--- config.mk ---
export PLATFORM = sky130hd
export DESIGN_NAME = wb_drv_sweep_ctrl
export DESIGN_NICKNAME = d
export VERILOG_FILES = /design/src/rtl/wb_drv_sweep_ctrl.sv
export SDC_FILE = /design/constraint.sdc
export NUM_CORES = 1
export LEC_CHECK = 0
export CAP_MARGIN = 20
export CORE_MARGIN = 2
export CORE_UTILIZATION = 50
export CTS_BUF_LIST = sky130_fd_sc_hd__clkbuf_4 sky130_fd_sc_hd__clkbuf_8
export CTS_CLUSTER_SIZE = 30
export DETAILED_ROUTE_END_ITERATION = 8
export HOLD_SLACK_MARGIN = 0.08
export PLACE_DENSITY_LB_ADDON = 0.12
export SYNTH_ARGS = -nofsm -noshare
export SYNTH_HDL_FRONTEND = slang
export SYNTH_SLANG_ARGS = --single-unit
--- constraint.sdc ---
create_clock -name clk -period 3.46 [get_ports clk]
set_clock_uncertainty 0.2 [all_clocks]
set_input_delay 0.346 -clock clk [delete_from_list [all_inputs] [get_ports clk]]
set_output_delay 0.346 -clock clk [all_outputs]
set_load 0.01 [all_outputs]
--- src/rtl/wb_drv_sweep_ctrl.sv ---
// ---------------------------------------------------------------------------
// wb_drv_sweep_ctrl
//
// Wishbone master that runs calibration sweeps over one register of the LVDS
// driver configuration slave. A start request latches the target register,
// the first and last thermometer step and a dwell time. Each step is written
// as {~therm(step), therm(step)}, held for the dwell time, then the step
// moves one position toward the last step. Every acked step is flagged with
// a one-cycle o_step_valid pulse so measurement logic can sample it.
//
// Ports:
//   clk          system clock, rising edge
//   reset        asynchronous active-low reset
//   i_start      one-cycle start request, ignored while busy
//   i_abort      level, stops the sweep (bus transaction is finished first)
//   i_sel        target register index, latched at start
//   i_first      first step 0..16 (larger values clamp to 16), latched at start
//   i_last       last step 0..16 (larger values clamp to 16), latched at start
//   i_dwell      hold cycles per step, latched at start
//   o_wb_cyc     Wishbone cycle
//   o_wb_stb     Wishbone strobe
//   o_wb_we      write enable, follows o_wb_cyc
//   o_wb_addr    BASE_ADDR + sel while cyc is high, else 0
//   o_wb_data    {~therm(step), therm(step)} while cyc is high, else 0
//   i_wb_ack     slave acknowledge
//   i_wb_stall   slave stall
//   o_busy       sweep in progress
//   o_step       current step, holds its last value when idle
//   o_step_valid one-cycle pulse after a step's write is acked
//   o_done       one-cycle pulse on normal completion
//   o_error      sticky ack-timeout flag, cleared by the next accepted start
// ---------------------------------------------------------------------------
module wb_drv_sweep_ctrl #(
  parameter logic [31:0] BASE_ADDR   = 32'h0300_0000,
  parameter int          DWELL_W     = 16,
  parameter int          ACK_TIMEOUT = 15
) (
  input  logic               clk,
  input  logic               reset,
  input  logic               i_start,
  input  logic               i_abort,
  input  logic [1:0]         i_sel,
  input  logic [4:0]         i_first,
  input  logic [4:0]         i_last,
  input  logic [DWELL_W-1:0] i_dwell,
  output logic               o_wb_cyc,
  output logic               o_wb_stb,
  output logic               o_wb_we,
  output logic [31:0]        o_wb_addr,
  output logic [31:0]        o_wb_data,
  input  logic               i_wb_ack,
  input  logic               i_wb_stall,
  output logic               o_busy,
  output logic [4:0]         o_step,
  output logic               o_step_valid,
  output logic               o_done,
  output logic               o_error
);

  localparam int TMO_W = (ACK_TIMEOUT < 2) ? 1 : $clog2(ACK_TIMEOUT);
  localparam logic [TMO_W-1:0] TMO_LAST = TMO_W'(ACK_TIMEOUT - 1);

  typedef enum logic [2:0] {
    S_IDLE,
    S_REQ,
    S_WACK,
    S_DWELL,
    S_DONE
  } state_t;

  state_t             state, state_n;

  logic [1:0]         sel_r;
  logic [4:0]         step_r;
  logic [4:0]         last_r;
  logic               up_r;
  logic [DWELL_W-1:0] dwell_r;
  logic [DWELL_W-1:0] dwell_cnt;
  logic [TMO_W-1:0]   tmo_cnt;
  logic               abort_pend;
  logic               valid_r;
  logic               error_r;

  logic               load_cfg;
  logic               load_dwell;
  logic               set_valid;
  logic               set_error;
  logic               set_pend;
  logic               advance;
  logic               tmo_clr;
  logic               tmo_inc;
  logic               dwell_dec;
  logic               bus_active;

  logic [4:0]         first_c;
  logic [4:0]         last_c;

  function automatic logic [4:0] clamp16(input logic [4:0] v);
    return (v > 5'd16) ? 5'd16 : v;
  endfunction

  // therm(n) has bits [n-1:0] set; computed in 17 bits so n=16 gives 16'hFFFF
  function automatic logic [15:0] therm(input logic [4:0] n);
    logic [16:0] t;
    t = (17'd1 << n) - 17'd1;
    return t[15:0];
  endfunction

  assign first_c = clamp16(i_first);
  assign last_c  = clamp16(i_last);

  // State register; async reset drops cyc/stb immediately since the bus
  // outputs are decoded from the state.
  always_ff @(posedge clk or negedge reset) begin
    if (!reset) begin
      state <= S_IDLE;
    end else begin
      state <= state_n;
    end
  end

  // Next-state logic, datapath control strobes and decoded outputs.
  // An abort seen in REQ/WACK is remembered so the transaction completes
  // (ack or timeout) before returning to IDLE without reporting the step.
  always_comb begin
    state_n    = state;
    load_cfg   = 1'b0;
    load_dwell = 1'b0;
    set_valid  = 1'b0;
    set_error  = 1'b0;
    set_pend   = 1'b0;
    advance    = 1'b0;
    tmo_clr    = 1'b0;
    tmo_inc    = 1'b0;
    dwell_dec  = 1'b0;

    case (state)
      S_IDLE: begin
        if (i_start) begin
          load_cfg = 1'b1;
          state_n  = S_REQ;
        end
      end

      S_REQ: begin
        set_pend = i_abort;
        if (!i_wb_stall) begin
          if (i_wb_ack) begin
            // ack in the acceptance cycle counts as the transaction's ack
            if (abort_pend || i_abort) begin
              state_n = S_IDLE;
            end else begin
              set_valid  = 1'b1;
              load_dwell = 1'b1;
              state_n    = S_DWELL;
            end
          end else begin
            tmo_clr = 1'b1;
            state_n = S_WACK;
          end
        end
      end

      S_WACK: begin
        set_pend = i_abort;
        if (i_wb_ack) begin
          if (abort_pend || i_abort) begin
            state_n = S_IDLE;
          end else begin
            set_valid  = 1'b1;
            load_dwell = 1'b1;
            state_n    = S_DWELL;
          end
        end else if (tmo_cnt == TMO_LAST) begin
          set_error = 1'b1;
          state_n   = S_IDLE;
        end else begin
          tmo_inc = 1'b1;
        end
      end

      S_DWELL: begin
        if (i_abort) begin
          state_n = S_IDLE;
        end else if (dwell_cnt == '0) begin
          if (step_r == last_r) begin
            state_n = S_DONE;
          end else begin
            advance = 1'b1;
            state_n = S_REQ;
          end
        end else begin
          dwell_dec = 1'b1;
        end
      end

      S_DONE: begin
        state_n = S_IDLE;
      end

      default: begin
        state_n = S_IDLE;
      end
    endcase

    bus_active   = (state == S_REQ) || (state == S_WACK);
    o_wb_cyc     = bus_active;
    o_wb_stb     = (state == S_REQ);
    o_wb_we      = bus_active;
    o_wb_addr    = 32'd0;
    o_wb_data    = 32'd0;
    if (bus_active) begin
      o_wb_addr = BASE_ADDR + {30'd0, sel_r};
      o_wb_data = {~therm(step_r), therm(step_r)};
    end
    o_busy       = bus_active || (state == S_DWELL);
    o_done       = (state == S_DONE);
    o_step       = step_r;
    o_step_valid = valid_r;
    o_error      = error_r;
  end

  // Sweep configuration, step, dwell/timeout counters and status flags.
  always_ff @(posedge clk or negedge reset) begin
    if (!reset) begin
      sel_r      <= 2'd0;
      step_r     <= 5'd0;
      last_r     <= 5'd0;
      up_r       <= 1'b0;
      dwell_r    <= '0;
      dwell_cnt  <= '0;
      tmo_cnt    <= '0;
      abort_pend <= 1'b0;
      valid_r    <= 1'b0;
      error_r    <= 1'b0;
    end else begin
      valid_r <= set_valid;

      if (load_cfg) begin
        sel_r      <= i_sel;
        step_r     <= first_c;
        last_r     <= last_c;
        up_r       <= (first_c <= last_c);
        dwell_r    <= i_dwell;
        error_r    <= 1'b0;
        abort_pend <= 1'b0;
      end else begin
        if (set_pend) begin
          abort_pend <= 1'b1;
        end
        if (set_error) begin
          error_r <= 1'b1;
        end
        if (advance) begin
          step_r <= up_r ? (step_r + 5'd1) : (step_r - 5'd1);
        end
      end

      if (load_dwell) begin
        dwell_cnt <= dwell_r;
      end else if (dwell_dec) begin
        dwell_cnt <= dwell_cnt - DWELL_W'(1);
      end

      if (tmo_clr) begin
        tmo_cnt <= '0;
      end else if (tmo_inc) begin
        tmo_cnt <= tmo_cnt + TMO_W'(1);
      end
    end
  end

endmodule

======== After elaboration in Yosys (flattened, before gate mapping) ========
Cells that the tools add are included.
operators by class
  add/subtract/negate cells ............... 6
  multiply operators ...................... 0
  div/mod/pow operators ................... 0
  $lt $le $gt $ge ......................... 3
  equal/unequal tests ..................... 10
  shifts and indexed selects .............. 1
  muxes and demuxes ....................... 48
  bitwise operators ....................... 1
  reductions and logical operators ........ 12
operators by type and width
  operator                 count
  $mux W16                 2
  $mux W32                 1
  $sub A16 B1 Y16 const B  2
  $add A26 B2 Y27 const A  1
  $mux W27                 1
  $mux W1                  26
  $mux W5                  5
  $mux W3                  7
  $logic_not A16 Y1        1
  $not A16 Y16             1
  $shl A1 B5 Y16 const A   1
  $pmux W3 S4              1
  $gt A5 B5 Y1 const B     2
  $reduce_bool A2 Y1       5
  $mux W4                  2
  $eq A3 B2 Y1 const B     2
  $ne A3 B3 Y1 const B     2
  $add A5 B1 Y5 const B    1
  $eq A5 B5 Y1             1
  $le A5 B5 Y1             1
  $sub A5 B1 Y5 const B    1
  $add A4 B1 Y4 const B    1
  $eq A4 B4 Y1 const B     1
  $mux W2                  2
  other kinds (8)          11
storage, ports and cells
  register bits after elaboration ......... 55
  latch bits .............................. 0
  memory bits (writable) .................. 0
  ROM bits ................................ 0
  input bits .............................. 34
  output and inout port bits .............. 76
  memories kept ........................... 0

======== Longest topological paths before layout ========
  depth after elaboration ................. 7
  mapped depth ............................ 9

======== Least setup slack after synthesis ========
Ideal clock, no wire load.
  path type ............................... register to output
  start ................................... reg step_r[3] (netlist: o_step[3])
  end ..................................... out o_wb_data[10]
  data arrival time ....................... 2.146 ns
  setup slack ............................. 0.768 ns
  cell stages (with the launch flop) ...... 9
  buffers on the path ..................... 0
  cell sequence ........................... dfrtp_1 > nor3_1 > nand3b_1 > ha_1 > or3_1 > o21ai_0 > a22o_1 > nand2_1 > a21oi_1
on the way
  longest elaborated chain between the ends .. 3
RTL lines
  element                   line  text
  start: declaration        74    logic [4:0] step_r;
  start signal: assignment  241   step_r <= first_c;
  start signal: assignment  255   step_r <= up_r ? (step_r + 5'd1) : (step_r - 5'd1);
  $shl A1 B5 Y16            105   t = (17'd1 << n) - 17'd1;
  $sub A16 B1 Y16           105
  $mux W32                  212   if (bus_active) begin
  end: declaration          50    output logic [31:0] o_wb_data,
Every way passes these cells.

======== Worst setup path in the final report ========
  start ................................... reg step_r[2] (netlist: o_step[2])
  end ..................................... out o_wb_data[12]
Same word-level chain as after synthesis.

==> impl_metrics.tcl <==
set metrics [dict create \
    grt_usage_pct 22.0 \
    hp-start "dwell_r[7]" \
    p_leak_nw 2.08 \
    grt_pass1_vias 3239 \
    finalHoldViolCount 0 \
    drc 0 \
    die_x_um 91.4 \
    synth_top_area_share_pct 36.0 \
    hold_path.class "flop to flop" \
    dr.pass1.iters 5 \
    final_antenna_net_count 0 \
    cts_made_buffers 5 \
    ys.flop_type "dfrtp_1" \
    fmax_mhz 301 \
    postSynthAreaPerCell_um2 8.14 \
    yosys-top-cells-area "dfrtp_1, nand2_1, buf_4" \
    syn_inst 469 \
    startpoint_type "flop" \
    ys_ff_latch 55 \
    cts_root_buf "clkbuf_8" \
    period_share_pct 96.0 \
    via_per_inst 5.41 \
    wl_per_cell_um 14.3 \
    crit_chain "nor3_1 -> buf_4 -> nand3b_1 -> ha_1 -> or3_1 -> nor2_1 -> a21oi_1 -> o21ai_0 -> and2_1 -> clkdlybuf4s50_1" \
    die_area_um2 8350 \
    required_ns 2.91 \
    cts_tree "done" \
    cts_sinks 55 \
    critPathMaxStageDelay_ns 0.54 \
    finalSetupViolCount 0 \
    rsz0062_at_grt "no" \
    ys_types 59 \
    grt_pass1_wl_um 15300 \
    clk_pin_slew_ns 0.10 \
    nets 592 \
    wl_um 9200 \
    synth-edff-count 0 \
    synth_top_area_cell "dfrtp_1" \
    cts_buffer_depth 2 \
    critical_path.slowest_cell "clkdlybuf4s50_1" \
    p_total_mw 4.01 \
    worst_pin_slew_ns 0.883 \
    crit-reg2reg-launch "dwell_cnt[1]" \
    async_flop_share_pct 100 \
    grt_max_degree 30 \
    grt_overflow 0 \
    layout_commonest_cell "nand2_1" \
    insertion_delay_ns 0.31 \
    gp_congestion 0.872 \
    power.density_nw_per_um2 848 \
    cts_setup_buffers 0 \
    finalCriticalPeriod_ns 3.32 \
    crit_arrival_ns 2.78 \
    path_max_fanout 6 \
    status "finished clean" \
    finalMaxSlewViolations 0 \
    critical_path.top_delay_family "simple AND/OR/NAND/NOR gates" \
    drv_cap 0 \
    final_cell_mix "nand2_1, clkdlybuf4s50_1, dfrtp_1, nor2_1, conb_1" \
    initial_core_util_pct 52.1 \
    std_cell_rows 31 \
    tns_ns 0 \
    path_class "flop to output port" \
    core_um2 7330 \
    ir_worst_vdd_mv 0.334 \
    diodes 0 \
    antenna_found_initial 0 \
    port_buffers 81 \
    cp-startpoint "o_step[2]" \
    worstSetupEndpointType "output port" \
    dp_hpwl_um 6760 \
    synth-seq-area-share_pct 36.0 \
    drive_gt1_share_pct 8.24 \
    cp_num_buf_inv 2 \
    htreeDepth 2 \
    slew_headroom_pct 41.0 \
    num_vias 3489 \
    num_io_pins 110 \
    dieHeight_um 91.4 \
    area_growth_pct 23.9 \
    synth_warnings 0 \
    drt_iter0_drc 131 \
    syn_area_um2 3820 \
]
==> sequential cells by signal (all words and copies together), names as in the netlist <==
name          cells
dwell_r          16
last_r            5
state             3
abort_pend        1
o_step            5
o_error           1
o_step_valid      1
dwell_cnt        16
up_r              1
tmo_cnt           4
sel_r             2
==> report_power, final <==
part	total (mW)	internal, mW	switching (mW)
Sequential	1.20	0.912	0.288
Clock	0.372	0.162	0.210
Combinational	2.44	1.21	1.23
Total	4.01	2.28	1.73
==> kinds of logic (layout without fill, tap and decap cells) <==
logic type / Yosys count / after routing / synth area share [%]
AND/OR/NAND/NOR: 231 / 231 / 30.1
AO/OA/AOI/OAI: 93 / 93 / 16.7
buffers and inverters: 63 / 113 / 9.63
flip-flops: 55 / 55 / 36.0
adder cells (fa/ha/maj): 13 / 13 / 4.45
XOR/XNOR: 12 / 12 / 2.75
other: 1 / 28 / 0.0982
multiplexers: 1 / 1 / 0.295
==> through the flow <==
stage	utilization [%]	cells	worst slack, ns	instance area [um2]	hold WS, ns
6_report	64.6	645	0.139	4730	0.283
5_1_grt	64.6	645	0.00332	4730	0.305
4_1_cts	64.5	645	0.141	4730	0.285
3_5_place_dp	63.1	636	0.475	4630	0.220
3_3_place_gp	63.1	636	0.517	4630	0.215
2_1_floorplan	-	496	0.768	3920	-0.150
==> tightest hold or removal path, stage by stage, from the launching register on <==
cell,delay [ns]
dfrtp_1,0.35
nand2_1,0.05
nand3_1,0.06
==> final cells by class <==
cell class                      count  area (um2)
Clock buffer                        7        83.8
Clock inverter                      1        8.76
Fill cell                         633        2600
Inverter                            9        33.8
Multi-Input combinational cell    378        2190
Sequential cell                    55        1380
Tap cell                           99         124
Timing Repair Buffer               96         921
==> synthesized netlist by cell type, types with 6 or more instances <==
master,n
and2_1,17
nor3_1,14
nor2b_1,8
clkbuf_1,16
o211ai_1,6
xnor2_1,8
buf_4,31
o21ai_0,25
inv_1,9
dfrtp_1,55
o21a_1,6
buf_2,6
a21oi_1,22
nor3b_1,6
ha_1,12
nand2_1,87
nand3_1,14
nor2_1,45
==> path summary, 6_finish.rpt <==
| check | cells past startpoint | slack [ns] | end |
|---|---|---|---|
| setup / recovery | 10 | 0.14 | o_wb_data[12] |
| hold / removal | 2 | 0.28 | dwell_cnt[7] |
| setup reg to reg | 7 | 0.94 | dwell_cnt[13] |
| hold reg to reg | 2 | 0.28 | dwell_cnt[7] |
| max in group asynchronous | 3 | 1.82 | o_step[3] |
| min in group asynchronous | 2 | 0.40 | sel_r[0] |
==> what timing repair did <==
item / 4_1_cts / 5_1_grt
hold buffers: 1 / 0
hold endpoints to repair: 26 / 0
setup endpoints to repair: 0 / 3
resized for setup: 0 / 1
==> routing by layer <==
| layer | vias up | wire (um) | part of all wire, % | GRT usage, % |
|---|---|---|---|---|
| met5 | - | 0 | 0 | 0 |
| met1 | 1651 | 4160 | 45 | 30.2 |
| met2 | 110 | 4500 | 49 | 36.6 |
| met4 | 0 | 76 | 0.83 | 4.67 |
| met3 | 9 | 462 | 5.0 | 3.73 |
| li1 | 1719 | - | - | - |
Power figures use the tool's default switching activity.
